--- src/rtl/key_debouncer.sv ---
// Push-button conditioner: debounces a synchronized key and produces a held level,
// press/release strobes and a delayed-auto-shift repeat event stream.
module key_debouncer #(
   parameter int unsigned DEBOUNCE_CYCLES = 1_000_000,
   parameter int unsigned DAS_DELAY       = 10_000_000,
   parameter int unsigned DAS_PERIOD      = 2_500_000,
   parameter bit          REPEAT_EN       = 1'b1,
   parameter bit          PRESSED_LEVEL   = 1'b0
) (
   input  logic clock,
   input  logic reset,
   input  logic key_sync,
   output logic key_level,
   output logic press_pulse,
   output logic release_pulse,
   output logic key_event
);

   localparam int unsigned DCNT_W = (DEBOUNCE_CYCLES > 1) ? $clog2(DEBOUNCE_CYCLES) : 1;
   localparam int unsigned T_MAX  = (DAS_DELAY > DAS_PERIOD) ? DAS_DELAY : DAS_PERIOD;
   localparam int unsigned TCNT_W = (T_MAX > 1) ? $clog2(T_MAX) : 1;

   localparam logic [DCNT_W-1:0] DCNT_LAST   = DCNT_W'(DEBOUNCE_CYCLES - 1);
   localparam logic [TCNT_W-1:0] DELAY_LAST  = TCNT_W'(DAS_DELAY - 1);
   localparam logic [TCNT_W-1:0] PERIOD_LAST = TCNT_W'(DAS_PERIOD - 1);

   typedef enum logic [1:0] {
      ST_RELEASED    = 2'd0,
      ST_HOLD_DELAY  = 2'd1,
      ST_HOLD_REPEAT = 2'd2
   } state_t;

   state_t            r_state;
   logic [DCNT_W-1:0] r_dcnt;
   logic [TCNT_W-1:0] r_tcnt;
   logic              r_level;
   logic              r_press;
   logic              r_release;
   logic              r_event;

   logic w_raw;
   logic w_disagree;
   logic w_accept;
   logic w_acc_press;
   logic w_acc_release;

   assign w_raw         = (key_sync == PRESSED_LEVEL);
   assign w_disagree    = (w_raw != r_level);
   assign w_accept      = w_disagree && (r_dcnt == DCNT_LAST);
   assign w_acc_press   = w_accept && w_raw;
   assign w_acc_release = w_accept && !w_raw;

   // Stability counter: any agreeing sample restarts the count.
   always_ff @(posedge clock) begin
      if (reset) begin
         r_dcnt  <= '0;
         r_level <= 1'b0;
      end else if (!w_disagree) begin
         r_dcnt  <= '0;
      end else if (w_accept) begin
         r_dcnt  <= '0;
         r_level <= w_raw;
      end else begin
         r_dcnt  <= r_dcnt + DCNT_W'(1);
      end
   end

   // Repeat FSM; a release wins over a repeat terminal count on the same edge.
   always_ff @(posedge clock) begin
      if (reset) begin
         r_state   <= ST_RELEASED;
         r_tcnt    <= '0;
         r_press   <= 1'b0;
         r_release <= 1'b0;
         r_event   <= 1'b0;
      end else begin
         r_press   <= 1'b0;
         r_release <= 1'b0;
         r_event   <= 1'b0;
         case (r_state)
            ST_RELEASED: begin
               if (w_acc_press) begin
                  r_state <= ST_HOLD_DELAY;
                  r_tcnt  <= '0;
                  r_press <= 1'b1;
                  r_event <= 1'b1;
               end
            end
            ST_HOLD_DELAY: begin
               if (w_acc_release) begin
                  r_state   <= ST_RELEASED;
                  r_tcnt    <= '0;
                  r_release <= 1'b1;
               end else if (r_tcnt == DELAY_LAST) begin
                  r_state <= ST_HOLD_REPEAT;
                  r_tcnt  <= '0;
                  r_event <= REPEAT_EN;
               end else begin
                  r_tcnt  <= r_tcnt + TCNT_W'(1);
               end
            end
            ST_HOLD_REPEAT: begin
               if (w_acc_release) begin
                  r_state   <= ST_RELEASED;
                  r_tcnt    <= '0;
                  r_release <= 1'b1;
               end else if (r_tcnt == PERIOD_LAST) begin
                  r_tcnt  <= '0;
                  r_event <= REPEAT_EN;
               end else begin
                  r_tcnt  <= r_tcnt + TCNT_W'(1);
               end
            end
            default: begin
               r_state <= ST_RELEASED;
               r_tcnt  <= '0;
            end
         endcase
      end
   end

   assign key_level     = r_level;
   assign press_pulse   = r_press;
   assign release_pulse = r_release;
   assign key_event     = r_event;

endmodule

--- config.mk ---
export PLATFORM = sky130hd
export DESIGN_NAME = key_debouncer
export DESIGN_NICKNAME = d
export VERILOG_FILES = /design/src/rtl/key_debouncer.sv
export SDC_FILE = /design/constraint.sdc
export NUM_CORES = 1
export LEC_CHECK = 0
export BUFFER_PORTS_ARGS = -buffer_cell sky130_fd_sc_hd__clkbuf_2
export CAP_MARGIN = 20
export CORE_ASPECT_RATIO = 2
export CORE_MARGIN = 8
export CORE_UTILIZATION = 45
export DETAILED_ROUTE_END_ITERATION = 12
export PLACE_DENSITY = 0.68
export SYNTH_ARGS = -nofsm -noshare
export SYNTH_HDL_FRONTEND = slang
export SYNTH_SLANG_ARGS = --single-unit
--- constraint.sdc ---
create_clock -name clock -period 4.2 [get_ports clock]
set_input_delay 0.84 -clock clock [delete_from_list [all_inputs] [get_ports clock]]
set_output_delay 0.84 -clock clock [all_outputs]
set_load 0.01 [all_outputs]
==> qor.yml, run 1 <==
place_area_um2: 2600
pwr-share-seq_pct: 53.4
synth_area_per_cell_um2: 8.40
wl_um: 4980
cts_root_buf: "clkbuf_16"
yosysTopAreaCell: "dfxtp_1"
syn_area_um2: 2550
routed_via_density: 5.72
hold_buffers: 0
worst-setup-path-type: "reg2reg"
min_period_over_period_pct: 70.1
gp_congestion: 0.919
coreArea_um2: 5610
finalClockSkew_ns: 0.00533
cp_data_required_time_ns: 4.41
clk_pin_slew_worst_paths_ns: 0.06
diodes: 0
hold_path_class: "reg2reg"
ys_seq_elements: 50
port_buffers: 6
rsz0062_at_grt: "false"
leakage_uw: 0.000961
track_usage_pct: 12.3
vias: 2110
min_from: "r_dcnt[0]"
crit_path_end_kind: "register"
antenna_found_initial: 0
worst_pin_slew_ns: 1.02
worst_r2r_path_depth: 8
drt-wirelength-per-cell_um: 13.5
start_util_pct: 45.5
arrival_ns: 3.15
crit_start: "r_dcnt[0]"
fmax_mhz: 340
synthesis.nets: 313
cts_tree: "yes"
die_w_um: 69.3
ys.flop_type: "dfxtp_1"
fillCellCount: 540
nets: 316
rows: 39
totalNegativeSetupSlack_ns: 0
layout_commonest_cell: "dfxtp_1"
ctsLongestPathBuffers: 2
slew_viol_final: 0
grt_pass1_wl_um: 8890
power.density_nw_per_um2: 323
post-dp-hpwl_um: 3470
cts_buffers: 5
path_max_fanout: 20
power_switching_uw: 176
r2r_end: "r_tcnt[5]"
drt_iter0_markers: 130
die_h_um: 123
hold_viol_final: 0
final_cell_mix: "50 x dfxtp_1, 31 x nand2_1, 30 x nor2_1, 19 x a21oi_1"
finish.instance_area_um2: 2760
run_status: "complete, no violations"
post-place-ws_ns: 1.21
antenna_left: 0
cts.sinks: 50
internal_power_uw: 715
fp.dieArea_um2: 8480
ios: 7
relSlewSlack_pct: 31.9
post_cts_resized: 0
area_delta_synth_final_pct: 8.04
pwr-share-comb_pct: 1.7
syn_inst: 304
synth_area_leaders: "dfxtp_1 39%, nand2_1 4.6%, nor2_1 4.4%"
drt_pass1_iterations: 4
final_layout_size_suffix_gt1_share_pct: 7.14
holdPathEnd: "r_dcnt[0]"
period_needed_ns: 2.95
finalSetupViolCount: 0
power.total_uw: 891
synth_cell_types: 44
drv_cap: 0
post-cts-setup-buffer-count: 0
clock_latency_ns: 0.29
h-tree-depth: 2
setup_slack_ns: 1.25
async_reset_ff_share_pct: 0
swShare_pct: 19.7
hold_depth: 1
r2r_slack_ns: 1.25
yosys_warnings: 0
synth_top_area_share_pct: 39.2
ys_seq_area_share_pct: 39.2
synth-edff-count: 0
rr_startpoint: "r_dcnt[0]"
grt_pass1_vias: 1954
grt_max_degree: 21
crit_path_start_kind: "register"
ir_drop_uv: 274
p_clk_share_pct: 44.9
gr-total-overflow: 0
drc: 0
-- power by group through the flow --
stage | registers, µW | logic, µW | clock network [µW]
finish | 476 | 15.5 | 400
global route | 475 | 18.0 | 430
CTS | 476 | 15.0 | 414
detailed placement | 486 | 14.9 | 0
global placement | 486 | 14.5 | 0
floorplan | 486 | 11.0 | 0
-- per-stage QoR --
| stage | instances | util, % | hold slack (ns) |
|---|---|---|---|
| 3_3_place_gp | 360 | 46.4 | 0.441 |
| 3_5_place_dp | 360 | 46.4 | 0.453 |
| 5_1_grt | 369 | 49.1 | 0.490 |
| 2_1_floorplan | 304 | - | 0.426 |
| 6_report | 369 | 49.1 | 0.462 |
| 4_1_cts | 368 | 49.0 | 0.468 |
-- critical path, cell delays in order (launching register included) --
cell       delay, ns
dfxtp_1         0.36
ha_1            0.24
and4_1          0.24
nand4_1         0.18
o31a_1          0.38
a2111oi_4       0.81
buf_4           0.37
o21ai_0         0.12
a31oi_1         0.17
-- flip-flops by register name, indices dropped and copies added (netlist names) --
signal	count
press_pulse	1
r_dcnt	20
key_event	1
r_tcnt	24
key_level	1
release_pulse	1
r_state	2
-- layer usage --
metal,vias to the layer above,global-route usage [%],wire (µm)
met5,-,0,0
met3,6,2.59,162
li1,1094,-,-
met2,29,19.4,2310
met4,0,6.58,107
met1,981,15.4,2390
-- cell families after synthesis --
kind of cell,after synthesis,share of synthesized area (%)
simple gates,142,29.3
xor+xnor,21,7.21
fa+ha+maj,6,2.94
mux,4,1.62
buf+inv,24,4.75
compound gates,57,15.0
flops,50,39.2
-- layout make-up --
class / count / area [µm²] / area share [%]
tap: 61 / 76.3 / 2.77
inverter: 12 / 45.0 / 1.63
sequential: 50 / 1000 / 36.3
timing repair buffer: 8 / 45.0 / 1.63
clock inverter: 1 / 5.00 / 0.181
multi-input combinational: 230 / 1440 / 52.3
clock buffer: 7 / 143 / 5.17
-- worst max-delay path by stage --
stage	endpoint	slack, ns	cells past startpoint
6_report	r_tcnt[5]	1.25	8
2_1_floorplan	r_tcnt[0]	1.99	8
3_5_place_dp	r_tcnt[5]	1.21	7
3_3_place_gp	r_tcnt[5]	1.32	7
4_1_cts	r_tcnt[5]	1.24	8
5_1_grt	r_tcnt[23]	0.99	8
-- synth_stat cells (2+ instances only) --
library cell	instances
clkbuf_1	5
nor2_1	30
nand4_1	14
and3_1	8
a211oi_1	2
nand2_1	31
a22o_1	8
mux2i_1	3
a31oi_1	12
nor3b_1	2
buf_1	2
nor3_1	5
and2_1	3
xnor2_1	9
nor2b_1	2
xor2_1	12
or4_1	2
nand2b_1	8
o31ai_1	2
and4_1	2
dfxtp_1	50
ha_1	6
o21ai_0	8
inv_1	12
a21oi_1	19
or3_1	7
buf_6	4
nor4_1	7
nand3_1	14
(Power assumes the default switching activity.)
==> run 2, diff against run 1 <==
Settings changed: ABC_AREA from default to 1, PLACE_DENSITY 0.68 to 0.7.
Clock period 4.2 ns to 2.5 ns, I/O delays scaled along.
==> qor.yml, run 2 <==
run_status: "complete, no violations"
grt_pass1_wl_um: 12500  # +41%
gp_congestion: 0.928  # +0.95%
cts.sinks: 50  # unchanged
drc: 0  # unchanged
rsz0062_at_grt: "false"
ir_drop_uv: 263  # -4.1%
slowest_delay_ns: 0.38  # -0.43 ns
muxShareOfSynthArea_pct: 0  # -1.6 points
final_layout_size_suffix_gt1_share_pct: 9.11  # +2.0 points
final_cell_mix: "138 x nand2_1, 69 x nor2_1, 53 x inv_1, 50 x dfxtp_1, 33 x a21oi_1"
synth-edff-count: 0  # unchanged
cp_slowest_cell: "dfxtp_1"
worst_path_most_repeated_cell: "nand2_1"
synth_top_family_by_area: "simple AND/OR/NAND/NOR gates"
crit_path_end_kind: "register"
totalNegativeSetupSlack_ns: 0  # unchanged
post-cts-setup-buffer-count: 0  # unchanged
synth_fa_ha_area_share_pct: 2.46  # -0.48 points
ios: 7  # unchanged
gr-total-overflow: 0  # unchanged
power.density_nw_per_um2: 457  # +42%
max_flop_register: "r_tcnt"
fmax_mhz: 491  # +45%
yosysTopAreaCell: "dfxtp_1"
diodes: 0  # unchanged
coreArea_um2: 6570  # +17%
leakage_uw: 0.00110  # +15%
die_w_um: 74.2  # +7.2%
synthMostInstantiatedCell: "nand2_1"
min_period_over_period_pct: 81.4  # +11 points
post_cts_resized: 0  # unchanged
h-tree-depth: 2  # unchanged
start_util_pct: 46.4  # +0.95 points
synthesis.nets: 489  # +56%
die_h_um: 132  # +8.1%
slew_viol_final: 0  # unchanged
synth_area_leaders: "dfxtp_1 33%, nand2_1 17%, nor2_1 8.5%"
multi_input_area_um2: 1760  # +22%
drt_iter0_markers: 133  # +2.3%
grt_max_degree: 28  # +33%
cts_root_buf: "clkbuf_16"
worst-setup-path-type: "reg2reg"
path_cells: "ha_1 > nand3_1 > nor2_2 > nand2_1 > nor2_4 > nand2_1 > nand2_1 > nand3_1 > nor2_1 > nand2_1 > a21oi_1"
wl_um: 7330  # +47%
hold_buffers: 0  # unchanged
cts_buffers: 5  # unchanged
port_buffers: 6  # unchanged
nets: 491  # +55%
area_delta_synth_final_pct: 7.18
synth-compound-area-share_pct: 7.83  # -7.2 points
track_usage_pct: 16.1  # +3.8 points
synthSimpleGateAreaFrac_pct: 42.0  # +13 points
fp.dieArea_um2: 9830  # +16%
post-place-ws_ns: 0.317  # -0.897 ns
largest_reg_flops: 24  # unchanged
vias: 2912  # +38%
grt_pass1_vias: 2892  # +48%
reg_top3: "r_tcnt x24, r_dcnt x20, r_state x2"
synth_cell_types: 30  # -32%
synth_common_cells: "138 x nand2_1, 69 x nor2_1, 53 x inv_1"
drt_pass1_iterations: 4  # unchanged
post-dp-hpwl_um: 5570  # +60%
path_max_fanout: 6  # -70%
yosys_warnings: 0  # unchanged
clk_pin_slew_worst_paths_ns: 0.07  # about the same
rows: 42  # +7.7%
finalSetupViolCount: 0  # unchanged
arrival_ns: 2.26  # -0.89 ns
synthXorXnorAreaFrac_pct: 5.46  # -1.8 points
setup_slack_ns: 0.464  # -0.791 ns
async_reset_ff_share_pct: 0  # unchanged
final_cells: 571  # +55%
relSlewSlack_pct: 64.0  # +32 points
finalClockSkew_ns: 0.00700  # +0.00166 ns
period_needed_ns: 2.04  # -0.909 ns
layout_commonest_cell: "nand2_1"
ys.flop_type: "dfxtp_1"
clock_latency_ns: 0.29  # about the same
cp_data_required_time_ns: 2.72  # -1.69 ns
antenna_left: 0  # unchanged
drt-wirelength-per-cell_um: 12.8  # -4.8%
ff_latch_area_um2: 1000  # unchanged
drv_cap: 0  # unchanged
antenna_found_initial: 0  # unchanged
hold_path_class: "reg2reg"
ctsLongestPathBuffers: 2  # unchanged
syn_inst: 480  # +58%
hold_viol_final: 0  # unchanged
synth_top_area_share_pct: 32.8  # -6.4 points
fillCellCount: 680  # +26%
syn_area_um2: 3050  # +20%
worst_pin_slew_ns: 0.538  # -0.483 ns
cts_tree: "yes"
dp_cells: 563  # +56%
ys_seq_area_share_pct: 32.8  # -6.4 points
crit_path_start_kind: "register"
routed_via_density: 5.10  # -11%
ys_seq_elements: 50  # unchanged
synth_area_per_cell_um2: 6.36  # -24%
[run 2: cell count changes in the layout (fill, tap and decap cells not counted), moves of 11 or more]
| cell | change |
|---|---|
| a21oi_1 | +14 |
| a31oi_1 | -11 |
| inv_1 | +41 |
| nand2_1 | +107 |
| nand3_1 | +18 |
| nor2_1 | +39 |
| nor2_2 | +13 |
[run 2: cell type report]
class | count | area share, %
repair buffers | 8 | 1.38
well taps | 88 | 3.37
clock buffers | 5 | 3.83
inverters | 55 | 6.31
clock inverters | 3 | 0.651
multi-input cells | 362 | 53.8
flip-flops and latches | 50 | 30.6
[run 2: worst max-delay path, delay by kind of cell (launching register included)]
kind,cells,cell delay (ns)
and+or+nand+nor,9,1.16
AOI/OAI and AO/OA,1,0.13
adders and majority gates,1,0.30
DFF,1,0.38
[run 2: worst paths after layout]
check	from	endpoint	slack (ns)	cells past startpoint
max	r_tcnt[0]	r_tcnt[20]	0.46	11
min	r_dcnt[0]	r_dcnt[0]	0.45	1
max reg2reg	r_tcnt[0]	r_tcnt[20]	0.46	11
min reg2reg	r_dcnt[0]	r_dcnt[0]	0.45	1
[run 2: logic make-up after synthesis]
group,after synthesis
simple gates,292
buf+inv,68
flops,50
compound gates,45
xor+xnor,19
fa+ha+maj,6
[run 2: per-layer routing]
metal | vias up | routed length [µm] | part of all wire, % | GRT usage [%]
met1 | 1314 | 2610 | 36 | 14.4
met2 | 46 | 4170 | 57 | 30.1
met4 | 0 | 413 | 5.6 | 11.4
met5 | - | 0 | 0 | 0
li1 | 1521 | - | - | -
met3 | 31 | 135 | 1.8 | 2.80
[run 2: stage by stage]
step / instance area, µm² / hold WS, ns / util, % / power, µW
floorplan: 3050 / 0.418 / - / 832
global placement: 3120 / 0.429 / 47.5 / 840
detailed placement: 3120 / 0.443 / 47.5 / 840
CTS: 3270 / 0.453 / 49.8 / 1520
global route: 3270 / 0.484 / 49.8 / 1550
finish: 3270 / 0.450 / 49.8 / 1500
[run 2: report_power, final]
| part | internal, µW | switching [µW] | leakage [µW] | total, µW |
|---|---|---|---|---|
| Combinational | 5.63 | 17.4 | 0.000629 | 23.1 |
| Sequential | 798 | 1.02 | 0.000403 | 799 |
| Clock | 371 | 303 | 0.0000698 | 674 |
| Total | 1170 | 322 | 0.00110 | 1500 |
==> run 3, diff against run 2 <==
Clock period 2.5 ns to 1.75 ns, I/O delays scaled along.
==> qor.yml, run 3 (synthesis gave the netlist of run 2 again) <==
cp_num_buf_inv: 2  # +2
hold_viol_final: 0  # unchanged
power.density_nw_per_um2: 564  # +23%
reg_top3: "r_tcnt x24, r_dcnt x20, r_state x2"
port_buffers: 6  # unchanged
final_layout_size_suffix_gt1_share_pct: 22.8  # +14 points
path_cells: "nand2_1 > nor2_1 > buf_4 > nand4_1 > nand3_2 > nand2_4 > clkbuf_16 > nand2_1 > a21oi_1"
internal_power_uw: 1690  # +44%
worst-setup-path-type: "reg2reg"
rows: 42  # unchanged
cts_root_buf: "clkbuf_16"
cts_buffers: 5  # unchanged
relSlewSlack_pct: 74.6  # +11 points
hold_buffers: 0  # unchanged
drc: 0  # unchanged
ff_latch_area_um2: 1010  # +1.2%
nets: 538  # +9.6%
fp.dieArea_um2: 9830  # unchanged
clock_latency_ns: 0.30  # about the same
period_needed_ns: 1.73  # -0.306 ns
post-dp-hpwl_um: 5930  # +6.5%
ios: 7  # unchanged
grt_pass1_wl_um: 13400  # +7.1%
leakage_uw: 0.00138  # +26%
max_flop_register: "r_tcnt"
layout_commonest_cell: "nand2_1"
rsz0062_at_grt: "true"
diodes: 0  # unchanged
min_period_over_period_pct: 98.9  # +17 points
vias: 3173  # +9.0%
finalClockSkew_ns: 0.00483  # -0.00216 ns
final_core_util_pct: 58.6  # +8.8 points
gp_congestion: 0.914  # -1.5%
worst_pin_slew_ns: 0.377  # -0.161 ns
ctsLongestPathBuffers: 2  # unchanged
slew_viol_final: 0  # unchanged
coreArea_um2: 6570  # unchanged
crit_path_start_kind: "register"
crit_path_end_kind: "register"
antenna_found_initial: 0  # unchanged
hold_path_class: "in2reg"
cts_tree: "yes"
pwr-share-comb_pct: 2.1  # +0.6 points
track_usage_pct: 17.2  # +1.1 points
drv_cap: 0  # unchanged
clk_pin_slew_worst_paths_ns: 0.07  # about the same
arrival_ns: 1.91  # -0.35 ns
fmax_mhz: 578  # +18%
cts.sinks: 50  # unchanged
crit_family: "simple AND/OR/NAND/NOR gates"
h-tree-depth: 2  # unchanged
die_w_um: 74.2  # unchanged
slowest_delay_ns: 0.39  # about the same
path_max_fanout: 6  # unchanged
setup_slack_ns: 0.0196  # -0.444 ns
ir_drop_uv: 357  # +36%
drt_pass1_iterations: 5  # +1
grt_max_degree: 28  # unchanged
die_h_um: 132  # unchanged
worst_path_most_repeated_cell: "nand2_1"
drt-wirelength-per-cell_um: 13.4  # +4.1%
largest_reg_flops: 24  # unchanged
pwr-share-seq_pct: 52.6  # -0.8 points
fillCellCount: 611  # -10%
cp_slowest_cell: "dfxtp_1"
grt_pass1_vias: 2995  # +3.6%
drt_iter0_markers: 155  # +17%
multi_input_area_um2: 1870  # +6.1%
routed_via_density: 5.13  # +0.68%
power_switching_uw: 485  # +51%
final_cell_mix: "134 x nand2_1, 65 x nor2_1, 51 x inv_1, 40 x dfxtp_1, 40 x buf_4"
cp_data_required_time_ns: 1.92  # -0.80 ns
swShare_pct: 22.3  # +0.84 points
post-place-ws_ns: -0.0190  # -0.336 ns
run_status: "complete, no violations"
area_delta_synth_final_pct: 26.2
finalSetupViolCount: 0  # unchanged
start_util_pct: 46.4  # unchanged
p_clk_share_pct: 45.4  # +0.3 points
gr-total-overflow: 0  # unchanged
wl_um: 8260  # +13%
antenna_left: 0  # unchanged
-- run 3: cell count changes in the layout (fill, tap and decap cells not counted), sizes merged --
| cell | before | now |
|---|---|---|
| clkbuf | 11 | 12 |
| buf | 2 | 48 |
-- run 3: final cells by class --
cell class,instances,area share [%]
clock buffer,5,3.25
clock inverter,3,0.552
inverter,55,5.36
multi-input combinational,362,48.5
sequential,50,26.3
tap,88,2.86
timing repair buffer,55,13.1
-- run 3: through the flow --
stage	std cells	TNS (ns)	area, µm²	hold WS [ns]	power, µW
floorplan	480	0	3050	0.418	1190
CTS	614	-0.0626	3720	0.345	2190
detailed placement	601	-0.154	3470	0.478	1210
global route	618	-2.03	3850	0.377	2250
finish	618	0	3850	0.349	2170
global placement	601	0	3470	0.471	1210
-- run 3: path summary, 6_finish.rpt --
check	from	endpoint	slack, ns	depth (start not counted)
worst min-delay path	reset	release_pulse	0.35	4
worst min register to register	r_dcnt[10]	r_dcnt[10]	0.49	2
worst max register to register	r_dcnt[16]	r_tcnt[11]	0.02	9
worst max-delay path	r_dcnt[16]	r_tcnt[11]	0.02	9
-- run 3: repair_timing --
action	CTS	global route
setup endpoints to repair	27	30
resized for setup	12	27
pin swaps	7	9
setup buffers	4	3
hold endpoints to repair	0	0
gates cloned	1	1
-- run 3: power by group through the flow --
stage	Combinational (µW)	Clock [µW]	Sequential, µW
6_report	44.5	985	1140
5_1_grt	49.4	1050	1140
4_1_cts	44.1	1010	1140
3_5_place_dp	42.7	0	1170
3_3_place_gp	42.4	0	1170
2_1_floorplan	22.0	0	1170
-- run 3: tightest hold or removal path, delay by kind of cell --
| kind | cells | cell delay [ns] |
|---|---|---|
| buffers and inverters | 2 | 0.16 |
| and+or+nand+nor | 2 | 0.10 |
-- run 3: layer usage --
layer,wire length (µm),GRT usage (%),up-vias
met4,375,11.9,0
met5,0,0,-
met2,4770,31.9,62
met1,2920,16.1,1473
li1,-,-,1615
met3,195,2.20,23
